<file path="src/rtl/seg7_scan_mux_pkg.sv">
// Shared definitions for the 7-segment scan driver: digit limits, BCD type and
// output polarity helper.
package seg7_scan_mux_pkg;

    localparam int MAX_DIGITS = 8;

    typedef logic [3:0] bcd_t;

    // Map a logical "on" request to the pin level for the given polarity.
    function automatic logic drive_level(input logic on, input logic active_low);
        return on ^ active_low;
    endfunction

endpackage

</file>
<file path="src/rtl/seg7_scan_mux_tick_divider.sv">
// Mod-DIV counter with a terminal-count flag; the running count is exposed so
// the scan logic can time the anti-ghost gap at the start of each slot.
module seg7_scan_mux_tick_divider #(
    parameter int DIV = 50000,
    parameter int CW  = (DIV > 1) ? $clog2(DIV) : 1
) (
    input  logic          clk,
    input  logic          rst,
    output logic [CW-1:0] count,
    output logic          tc
);

    localparam logic [CW-1:0] LAST = CW'(DIV - 1);

    assign tc = (count == LAST);

    always_ff @(posedge clk) begin
        if (rst || tc)
            count <= '0;
        else
            count <= count + CW'(1);
    end

endmodule

</file>
<file path="src/rtl/seg7_scan_mux.sv">
// Time-multiplexed scan driver for an N-digit 7-segment display with tear-free
// frame updates, anti-ghost blanking gap and optional leading-zero blanking.
module seg7_scan_mux
    import seg7_scan_mux_pkg::*;
#(
    parameter int NUM_DIGITS    = 4,
    parameter int REFRESH_DIV   = 50000,
    parameter int BLANK_GAP     = 500,
    parameter int AN_ACTIVE_LOW = 1,
    parameter int DP_ACTIVE_LOW = 1
) (
    input  logic                          clk,
    input  logic                          rst,
    input  logic [4*NUM_DIGITS-1:0]       digits_in,
    input  logic [NUM_DIGITS-1:0]         dp_in,
    input  logic                          load,
    input  logic                          blank_lz,
    output bcd_t                          bcd_out,
    output logic [NUM_DIGITS-1:0]         an,
    output logic                          dp_out,
    output logic [$clog2(NUM_DIGITS)-1:0] digit_idx,
    output logic                          frame_tick
);

    localparam int            IW       = $clog2(NUM_DIGITS);
    localparam int            CW       = (REFRESH_DIV > 1) ? $clog2(REFRESH_DIV) : 1;
    localparam logic [CW-1:0] GAP_C    = CW'(BLANK_GAP);
    localparam logic [IW-1:0] LAST_IDX = IW'(NUM_DIGITS - 1);
    localparam logic          AN_LOW   = (AN_ACTIVE_LOW != 0);
    localparam logic          DP_LOW   = (DP_ACTIVE_LOW != 0);

    logic [CW-1:0]           cnt;
    logic                    slot_end;
    logic                    frame_wrap;
    logic [IW-1:0]           idx;
    logic [4*NUM_DIGITS-1:0] shadow_dig;
    logic [4*NUM_DIGITS-1:0] active_dig;
    logic [NUM_DIGITS-1:0]   shadow_dp;
    logic [NUM_DIGITS-1:0]   active_dp;
    logic                    lz;
    logic [NUM_DIGITS-1:0]   blanked;
    logic                    zero_above;
    logic                    in_gap;
    bcd_t                    cur_digit;
    logic                    cur_blank;
    logic                    cur_dp;
    logic [NUM_DIGITS-1:0]   an_next;

    seg7_scan_mux_tick_divider #(
        .DIV (REFRESH_DIV),
        .CW  (CW)
    ) u_prescaler (
        .clk   (clk),
        .rst   (rst),
        .count (cnt),
        .tc    (slot_end)
    );

    assign frame_wrap = slot_end && (idx == LAST_IDX);

    // Digits only move from shadow to active on the wrap into slot 0, so a
    // frame never mixes old and new values; a load on that same edge lands in
    // shadow and waits one more frame.
    always_ff @(posedge clk) begin
        if (rst) begin
            idx        <= '0;
            shadow_dig <= '0;
            shadow_dp  <= '0;
            active_dig <= '0;
            active_dp  <= '0;
            lz         <= 1'b0;
        end else begin
            if (load) begin
                shadow_dig <= digits_in;
                shadow_dp  <= dp_in;
            end
            if (slot_end)
                idx <= (idx == LAST_IDX) ? '0 : idx + IW'(1);
            if (frame_wrap) begin
                active_dig <= shadow_dig;
                active_dp  <= shadow_dp;
                lz         <= blank_lz;
            end
        end
    end

    // Walk down from the top digit; a digit is blanked while every digit at
    // or above it is zero. Digit 0 is never blanked.
    always_comb begin
        blanked    = '0;
        zero_above = 1'b1;
        for (int k = NUM_DIGITS - 1; k >= 1; k--) begin
            zero_above = zero_above && (active_dig[4*k +: 4] == 4'h0);
            blanked[k] = lz && zero_above;
        end
    end

    assign in_gap    = (cnt < GAP_C);
    assign cur_digit = active_dig[{idx, 2'b00} +: 4];
    assign cur_blank = blanked[idx];
    assign cur_dp    = active_dp[idx];

    always_comb begin
        an_next = '0;
        for (int k = 0; k < NUM_DIGITS; k++)
            an_next[k] = drive_level(!in_gap && !cur_blank && (IW'(k) == idx), AN_LOW);
    end

    // Output register stage: everything the display sees lags scan state by one clock.
    always_ff @(posedge clk) begin
        if (rst) begin
            bcd_out    <= '0;
            an         <= {NUM_DIGITS{AN_LOW}};
            dp_out     <= DP_LOW;
            digit_idx  <= '0;
            frame_tick <= 1'b0;
        end else begin
            bcd_out    <= cur_digit;
            an         <= an_next;
            dp_out     <= drive_level(cur_dp && !cur_blank, DP_LOW);
            digit_idx  <= idx;
            frame_tick <= (cnt == '0) && (idx == '0);
        end
    end

endmodule

</file>
<file path="config.mk">
export PLATFORM = sky130hd
export DESIGN_NAME = seg7_scan_mux
export DESIGN_NICKNAME = d
export VERILOG_FILES = /design/src/rtl/seg7_scan_mux_pkg.sv /design/src/rtl/seg7_scan_mux_tick_divider.sv /design/src/rtl/seg7_scan_mux.sv
export SDC_FILE = /design/constraint.sdc
export NUM_CORES = 1
export LEC_CHECK = 0
export ABC_AREA = 1
export CAP_MARGIN = 40
export CORE_UTILIZATION = 55
export CTS_CLUSTER_SIZE = 20
export DETAILED_ROUTE_END_ITERATION = 12
export GPL_TIMING_DRIVEN = 0
export PLACE_DENSITY = 0.8
export SYNTH_ARGS = -nofsm -noshare
export SYNTH_HDL_FRONTEND = slang
export SYNTH_SLANG_ARGS = --single-unit
</file>
<file path="constraint.sdc">
create_clock -name clk -period 3.7 [get_ports clk]
set_input_delay 0.74 -clock clk [delete_from_list [all_inputs] [get_ports clk]]
set_output_delay 0.74 -clock clk [all_outputs]
set_load 0.005 [all_outputs]
</file>
---- Yosys cells after proc, flatten, opt, wreduce, memory -nomap -nowiden ----
Cells that the tools add are included.
Widths: inputs -> output; s select.
cells by class
  shifts and indexed selects .............. 1
  eq/ne operators ......................... 5
  bitwise gates (word level) .............. 5
  muxes and demuxes ....................... 5
  add/sub/neg operators ................... 2
  order comparisons ....................... 2
  reduce and logical (&&, ||, !) cells .... 21
operator list
  cell                   number
  $add 16x1->16 const B  1
  $eq 16x16->1 const B   1
  $logic_not 16->1       1
  $lt 16x9->1 const B    1
  $shiftx 16x5->4        1
  $logic_and 1x1->1      13
  $logic_not 4->1        3
  $not 1->1              5
  $bmux 1 s2             2
  $eq 2x2->1 const A     2
  $lt 2x3->1 const B     1
  $add 2x1->2 const B    1
  $eq 1x2->1 const A     1
  $eq 2x2->1 const B     1
  $logic_not 1->1        2
  $logic_not 2->1        1
  $mux 1                 2
  $mux 2                 1
  $logic_or 1x1->1       1
storage, ports and cells
  logic and storage cells ................. 53
  input port bits ......................... 24
  output and inout port bits .............. 12
  flip-flop bits (word level) ............. 71

---- Depth between registers and ports, before layout ----
Gate-level depths: netlist (run 1).
  depth in word-level cells ............... 10
  depth in mapped cells ................... 9
  gate-level depth less buffers ........... 9

---- Modules after synthesis ----
Synthesis (run 1) repeated with hierarchy kept, for this count alone.
unflattened totals
  cell total of the unflattened synthesis .. 410
  area, all modules ....................... 3049.2 µm²
modules (own cells, without submodules)
  module                      area each (µm²)  sequential area each (µm²)  cells an instance  times used
  seg7_scan_mux               2189.6           1101.1                      280                1
  seg7_scan_mux_tick_divider  859.6            320.3                       130                1

---- Worst setup path before layout (run 1) ----
OpenSTA, ideal clock, no wires.
  kind .................................... input to register
  start point ............................. input port rst
  end point ............................... register dp_out
  arrival time ............................ 1.505 ns
  setup time .............................. 0.133 ns
  stages on the path ...................... 5
  buffers on the path ..................... 3
  required time ........................... 3.567 ns
  slack ................................... 2.062 ns
  cells stage by stage .................... buf_2 -> inv_1 -> buf_2 -> buf_1 -> nand3_1
RTL lines
  what                    RTL line              text
  start: declaration      seg7_scan_mux.sv:13   input logic rst,
  end signal: assignment  seg7_scan_mux.sv:120  dp_out <= drive_level(cur_dp && !cur_blank, DP_LOW);
  end: declaration        seg7_scan_mux.sv:20   output logic dp_out,
No word-level cell between the ends.

---- Worst setup path after layout (run 1) ----
  start point ............................. register bcd_out[3]
  end point ............................... output port bcd_out[3]
RTL lines
  what                      RTL line              text
  start: declaration        seg7_scan_mux.sv:18   output bcd_t bcd_out,
  start signal: assignment  seg7_scan_mux.sv:118  bcd_out <= cur_digit;
No word-level cell between the ends.

==> impl_metrics.csv, run 1 <==
group,metric,value,unit
synthesis,yosysTopAreaCellShare,0.4685,
global_routing,grt_pass1_wl,10960,µm
global_routing,antenna_found_initial,0,
timing,rsz0062_at_grt,"no",
pwr,p_comb_frac,0.047,
floorplan,core,0.005205,mm²
clock_tree,clk_path_buf_depth,2,
timing,period_needed,1.883,ns
worst_setup_path,cp_max_fo,1,
synthesis,synth-edff-count,0,
worst_setup_path,slowest_stage,"clkdlybuf4s50_1",
layout,layout-drive-gt1-share,0.06639,
clock_tree,cts-htree-levels,3,
synthesis,yosys.area_share.simple,0.3208,
pwr,switching_power,0.0003323,W
synthesis,synth_fp_nets,462,
routing,post_drt_wl_per_cell,11.39,µm
pwr,power_density,436.9,mW/mm²
routing,drt_iter0_drc,157,
synthesis,ys_warn_count,0,
clock_tree,clock_latency,0.34,ns
pwr,max-vdd-ir-drop,0.3434,mV
layout,fin_cells,552,
synthesis,synthMostInstantiatedCell,"nor2_1",
worst_setup_path,worstSetupPathType,"flop to output pin",
worst_setup_path,critPathBufInv,1,
synthesis,synth_cell_types,26,
floorplan,start_util,0.5829,
layout,synthToLayoutAreaGrowth,22.23,%
timing,fmax,0.5311,GHz
routing,firstDrtPassIters,5,
routing,drt_wl_total,6290,µm
pwr,p_leak,1.648,nW
routing,ant_nets,0,
routing,vias,2744,
synthesis,ys_ff_latch,71,
synthesis,synth_flop_cell,"dfxtp_1",
worst_setup_path,crit_chain,"clkdlybuf4s50_1",
synthesis,synthMuxAreaShare,0,
synthesis,synth_common_cells,"nor2_1 (116), nand2_1 (84), dfxtp_1 (71), inv_1 (39), o21ai_0 (34)",
floorplan,die_w,76.28,µm
clock_tree,ctsHoldBuffers,0,
worst_setup_path,start_kind,"flop",
pwr,p_seq_frac,0.490,
worst_setup_path,arrival,1.14,ns
synthesis,netlist_area,0.003034,mm²
pwr,swShare,0.2051,
global_routing,grt_usage,0.2366,
synthesis,yosys-top-cells-area,"dfxtp_1 (47%), nor2_1 (14%), nand2_1 (10%), o21ai_0 (5.6%), inv_1 (4.8%)",
clock_tree,cts_tree,"yes",
timing,slew_headroom,0.6889,
synthesis,synth-xor-area-share,0.01155,
timing,worstMarginPinSlew,0.4666,ns
timing,hold_ws,0.4709,ns
timing,finalSetupTns,0,ns
synthesis,synth_top_family_by_area,"simple AND/OR/NAND/NOR gates",
timing,maxSlewViolCount,0,
run_status,status,"finished clean",
floorplan,fp.dieH,76.28,µm
worst_setup_path,cp.required,2.96,ns
floorplan,dieArea,0.005818,mm²
placed_design,place_hpwl,4448,µm
global_routing,grt_max_degree,13,
timing,fin_skew,0.006284,ns
placed_design,io_buffer_count,34,
synthesis,synth_cells,432,
worst_setup_path,cpPeakStageDelay,0.49,ns
placed_design,gp_congestion,0.8499,
global_routing,grt-ovfl-total,0,
synthesis,syn_avg_cell_area,7.024,µm²
timing,min_period_over_period,0.5089,
clock_tree,cts_sinks,71,
global_routing,grt_pass1_vias,2563,
timing,finalHoldViolations,0,
placed_design,dp.cells,536,
routing,post-route-drc-count,0,
run,drv_cap,0,
hold_path,holdCritPathClass,"flop to flop",
layout,layout.nets,507,
floorplan,rows,26,
clock_tree,cts_setup_buffers,0,
pwr,power_frac_clock,0.463,
worst_setup_path,cp-end-kind,"output pin",
clock_tree,clkTransAtPathRegs,0.07,ns
clock_tree,numCtsBuffers,9,
clock_tree,cts-root-buf,"clkbuf_8",
synthesis,synth_compound_area_frac,0.09320,
synthesis,synth-async-reset-ratio,0,
worst_setup_path,path_delay_family,"buffers and inverters",
synthesis,synth_fa_ha_area_frac,0.02474,
timing,finalSetupViolCount,0,
routing,via_per_inst,4.971,
floorplan,ios,36,
synthesis,seq_area_frac_synth,0.4685,
pwr,power.internal,0.001288,W
layout,antenna_cells,0,
layout,final_core_util,0.7125,
synthesis,yosys.area.top_type,"dfxtp_1",
clock_tree,ctsResizeCount,0,
[per-stage QoR]
stage	setup WS, ns	total power, W	instance area [µm²]
finish	1.817	0.001620	3709
global route	1.762	0.001678	3709
CTS	1.802	0.001627	3709
detailed placement	1.770	0.0008864	3462
global placement	1.781	0.0008840	3462
floorplan	2.062	0.0008471	3034
[area by class of cell]
class                   count  area [µm²]
plain buffers              18       92.59
flip-flops and latches     71        1421
fillers                   439        1496
clock inverters             5       105.1
well taps                  70       87.58
repair buffers             34       340.3
inverters                  41       153.9
multi-input cells         302        1366
clock buffers              11       141.4
[power groups by stage]
stage	registers, W	logic (W)	clock network, W
2_1_floorplan	0.000808	0.0000396	0
3_3_place_gp	0.000810	0.0000744	0
3_5_place_dp	0.000811	0.0000759	0
4_1_cts	0.000793	0.0000765	0.000757
5_1_grt	0.000795	0.0000876	0.000795
6_report	0.000793	0.0000762	0.000751
[layout by cell type, fill, tap and decap left out, types with 3 or more instances in the layout]
cell and instances:
or2_2 3, nor3_1 5, inv_1 39, clkbuf_8 10, o21ai_0 34, nand3_1 15
a21oi_1 21, nand2_1 84, nor2_1 116, clkbuf_1 10, buf_2 5, nand4_1 3
dfxtp_1 71, ha_1 6, bufinv_16 3, clkdlybuf4s50_1 34, xor2_1 3, nand3b_1 5
[worst paths after layout]
check	from	end	slack, ns	cells after the start
setup / recovery	bcd_out[3]	bcd_out[3]	1.82	1
hold / removal	u_prescaler.count[0]	u_prescaler.count[0]	0.47	1
setup reg to reg	u_prescaler.count[0]	u_prescaler.count[13]	1.96	7
hold reg to reg	u_prescaler.count[0]	u_prescaler.count[0]	0.47	1
[metal layers]
layer  part of all wire  track usage  vias up
met5                  0            0        -
met3              0.051      0.03832       12
met4              0.023       0.1288        0
li1                   -            -     1431
met2               0.46       0.3946       80
met1               0.46       0.2912     1221
[flip-flops by register name (all words and copies together), names as in the netlist]
name and cells:
active_dp 4, dp_out 1, shadow_dig 16, bcd_out 4
shadow_dp 4, idx 2, digit_idx 2, an 4
lz 1, frame_tick 1, active_dig 16, u_prescaler.count 16
[kinds of logic (layout without fill, tap and decap cells)]
| logic type | count (synthesis) | in the layout |
|---|---|---|
| AOI/OAI and AO/OA | 56 | 56 |
| xor gates and xnor gates | 4 | 4 |
| adders and majority gates | 6 | 6 |
| buffers and inverters | 59 | 109 |
| DFF | 71 | 71 |
| and+or+nand+nor | 236 | 236 |
Note: power is estimated with default switching activity, not from simulation.
==> run 2: changes to the inputs <==
clock period = 1.81 ns   (was 3.7 ns; I/O delays follow)
==> impl_metrics.csv, run 2 (synthesis results as in run 1) <==
group,metric,value,unit
clock_tree,ctsResizeCount,0,
floorplan,start_util,0.5829,
floorplan,fp.dieH,76.28,µm
layout,layout-drive-gt1-share,0.07054,
global_routing,grt_pass1_vias,2563,
routing,via_per_inst,5.016,
worst_setup_path,start_kind,"flop",
layout,fin_cells,552,
worst_setup_path,cp-end-kind,"flop",
timing,rsz0062_at_grt,"no",
clock_tree,clkTransAtPathRegs,0.07,ns
timing,fin_skew,0.007073,ns
clock_tree,clock_latency,0.34,ns
routing,drt_iter0_drc,155,
worst_setup_path,r2r_setup_slack,0.18,ns
layout,final_common_cell,"nor2_1",
pwr,max-vdd-ir-drop,0.7014,mV
layout,synthToLayoutAreaGrowth,22.60,%
routing,ant_nets,0,
placed_design,place_hpwl,4448,µm
routing,post-route-drc-count,0,
worst_setup_path,cp_max_fo,10,
floorplan,ios,36,
routing,vias,2769,
timing,finalHoldViolations,0,
routing,firstDrtPassIters,5,
run,drv_cap,0,
clock_tree,numCtsBuffers,9,
routing,post_drt_wl_per_cell,11.41,µm
timing,min_period_over_period,0.9013,
worst_setup_path,cp.required,2.05,ns
global_routing,grt_usage,0.2366,
timing,maxSlewViolCount,0,
layout,antenna_cells,0,
worst_setup_path,arrival,1.87,ns
floorplan,dieArea,0.005818,mm²
timing,period_needed,1.631,ns
placed_design,io_buffer_count,34,
clock_tree,ctsHoldBuffers,0,
pwr,fin_total_pwr,0.003312,W
placed_design,gp_congestion,0.8499,
layout,layout.nets,507,
global_routing,grt-ovfl-total,0,
layout,reg_top3,"active_dig: 16 flops, shadow_dig: 16 flops, u_prescaler.count: 16 flops",
timing,hold_ws,0.3133,ns
global_routing,antenna_found_initial,0,
global_routing,grt_max_degree,13,
pwr,p_leak,1.651,nW
clock_tree,cts-root-buf,"clkbuf_8",
timing,worstMarginPinSlew,0.4497,ns
floorplan,die_w,76.28,µm
routing,drt_wl_total,6297,µm
run_status,status,"finished clean",
clock_tree,cts_sinks,71,
worst_setup_path,worstSetupPathType,"flop to flop",
pwr,power_density,890.5,mW/mm²
layout,final_cell_mix,"nor2_1 (116), nand2_1 (84), dfxtp_1 (71)",
clock_tree,cts_setup_buffers,0,
timing,slew_headroom,0.7002,
floorplan,rows,26,
timing,finalSetupViolCount,0,
global_routing,grt_pass1_wl,10960,µm
clock_tree,clk_path_buf_depth,2,
timing,finalSetupTns,0,ns
clock_tree,cts_tree,"yes",
placed_design,dp.cells,536,
timing,fmax,0.6130,GHz
clock_tree,cts-htree-levels,3,
floorplan,core,0.005205,mm²
layout,final_core_util,0.7147,
hold_path,holdCritPathClass,"input pin to flop",
==> run 2: final timing paths <==
kind | start | to | depth (start not counted)
worst max-delay path | u_prescaler.count[0] | active_dp[1] | 7
worst min-delay path | rst | bcd_out[0] | 2
worst max register to register | u_prescaler.count[0] | active_dp[1] | 7
worst min register to register | u_prescaler.count[0] | u_prescaler.count[0] | 1
==> run 2: final cells by class <==
type                       instances  area [µm²]
fill                             434        1485
sequential                        71        1421
multi-input combinational        302        1376
timing repair buffer              34       340.3
inverter                          41       153.9
clock buffer                      11       141.4
clock inverter                     5       105.1
buffer                            18       93.84
tap                               70       87.58
==> run 2: power by group <==
group	switching (W)	internal, W
clock	0.000581	0.000953
combinational	0.0000766	0.0000792
sequential	0.0000220	0.00160
==> run 2: metal layers <==
metal	GRT usage	vias up	wire length [µm]
met4	0.1288	0	187
met2	0.3946	80	2892
met1	0.2912	1241	2887
met5	0	-	0
met3	0.03832	18	330
li1	-	1430	-
==> run 2: metrics by stage <==
| stage | worst slack (ns) | instance area [µm²] |
|---|---|---|
| 2_1_floorplan | 0.3494 | 3034 |
| 3_3_place_gp | 0.1102 | 3462 |
| 3_5_place_dp | 0.07460 | 3462 |
| 4_1_cts | 0.06904 | 3709 |
| 5_1_grt | 0.05552 | 3720 |
| 6_report | 0.1787 | 3720 |
==> run 2: worst max-delay path, stage by stage, from the launching register on <==
cell and delay, ns:
dfxtp_1 0.37, ha_1 0.22, nand3_2 0.16, nor2_4 0.19, nand3_4 0.14, buf_2 0.21
nor2_1 0.16, nor2_1 0.06
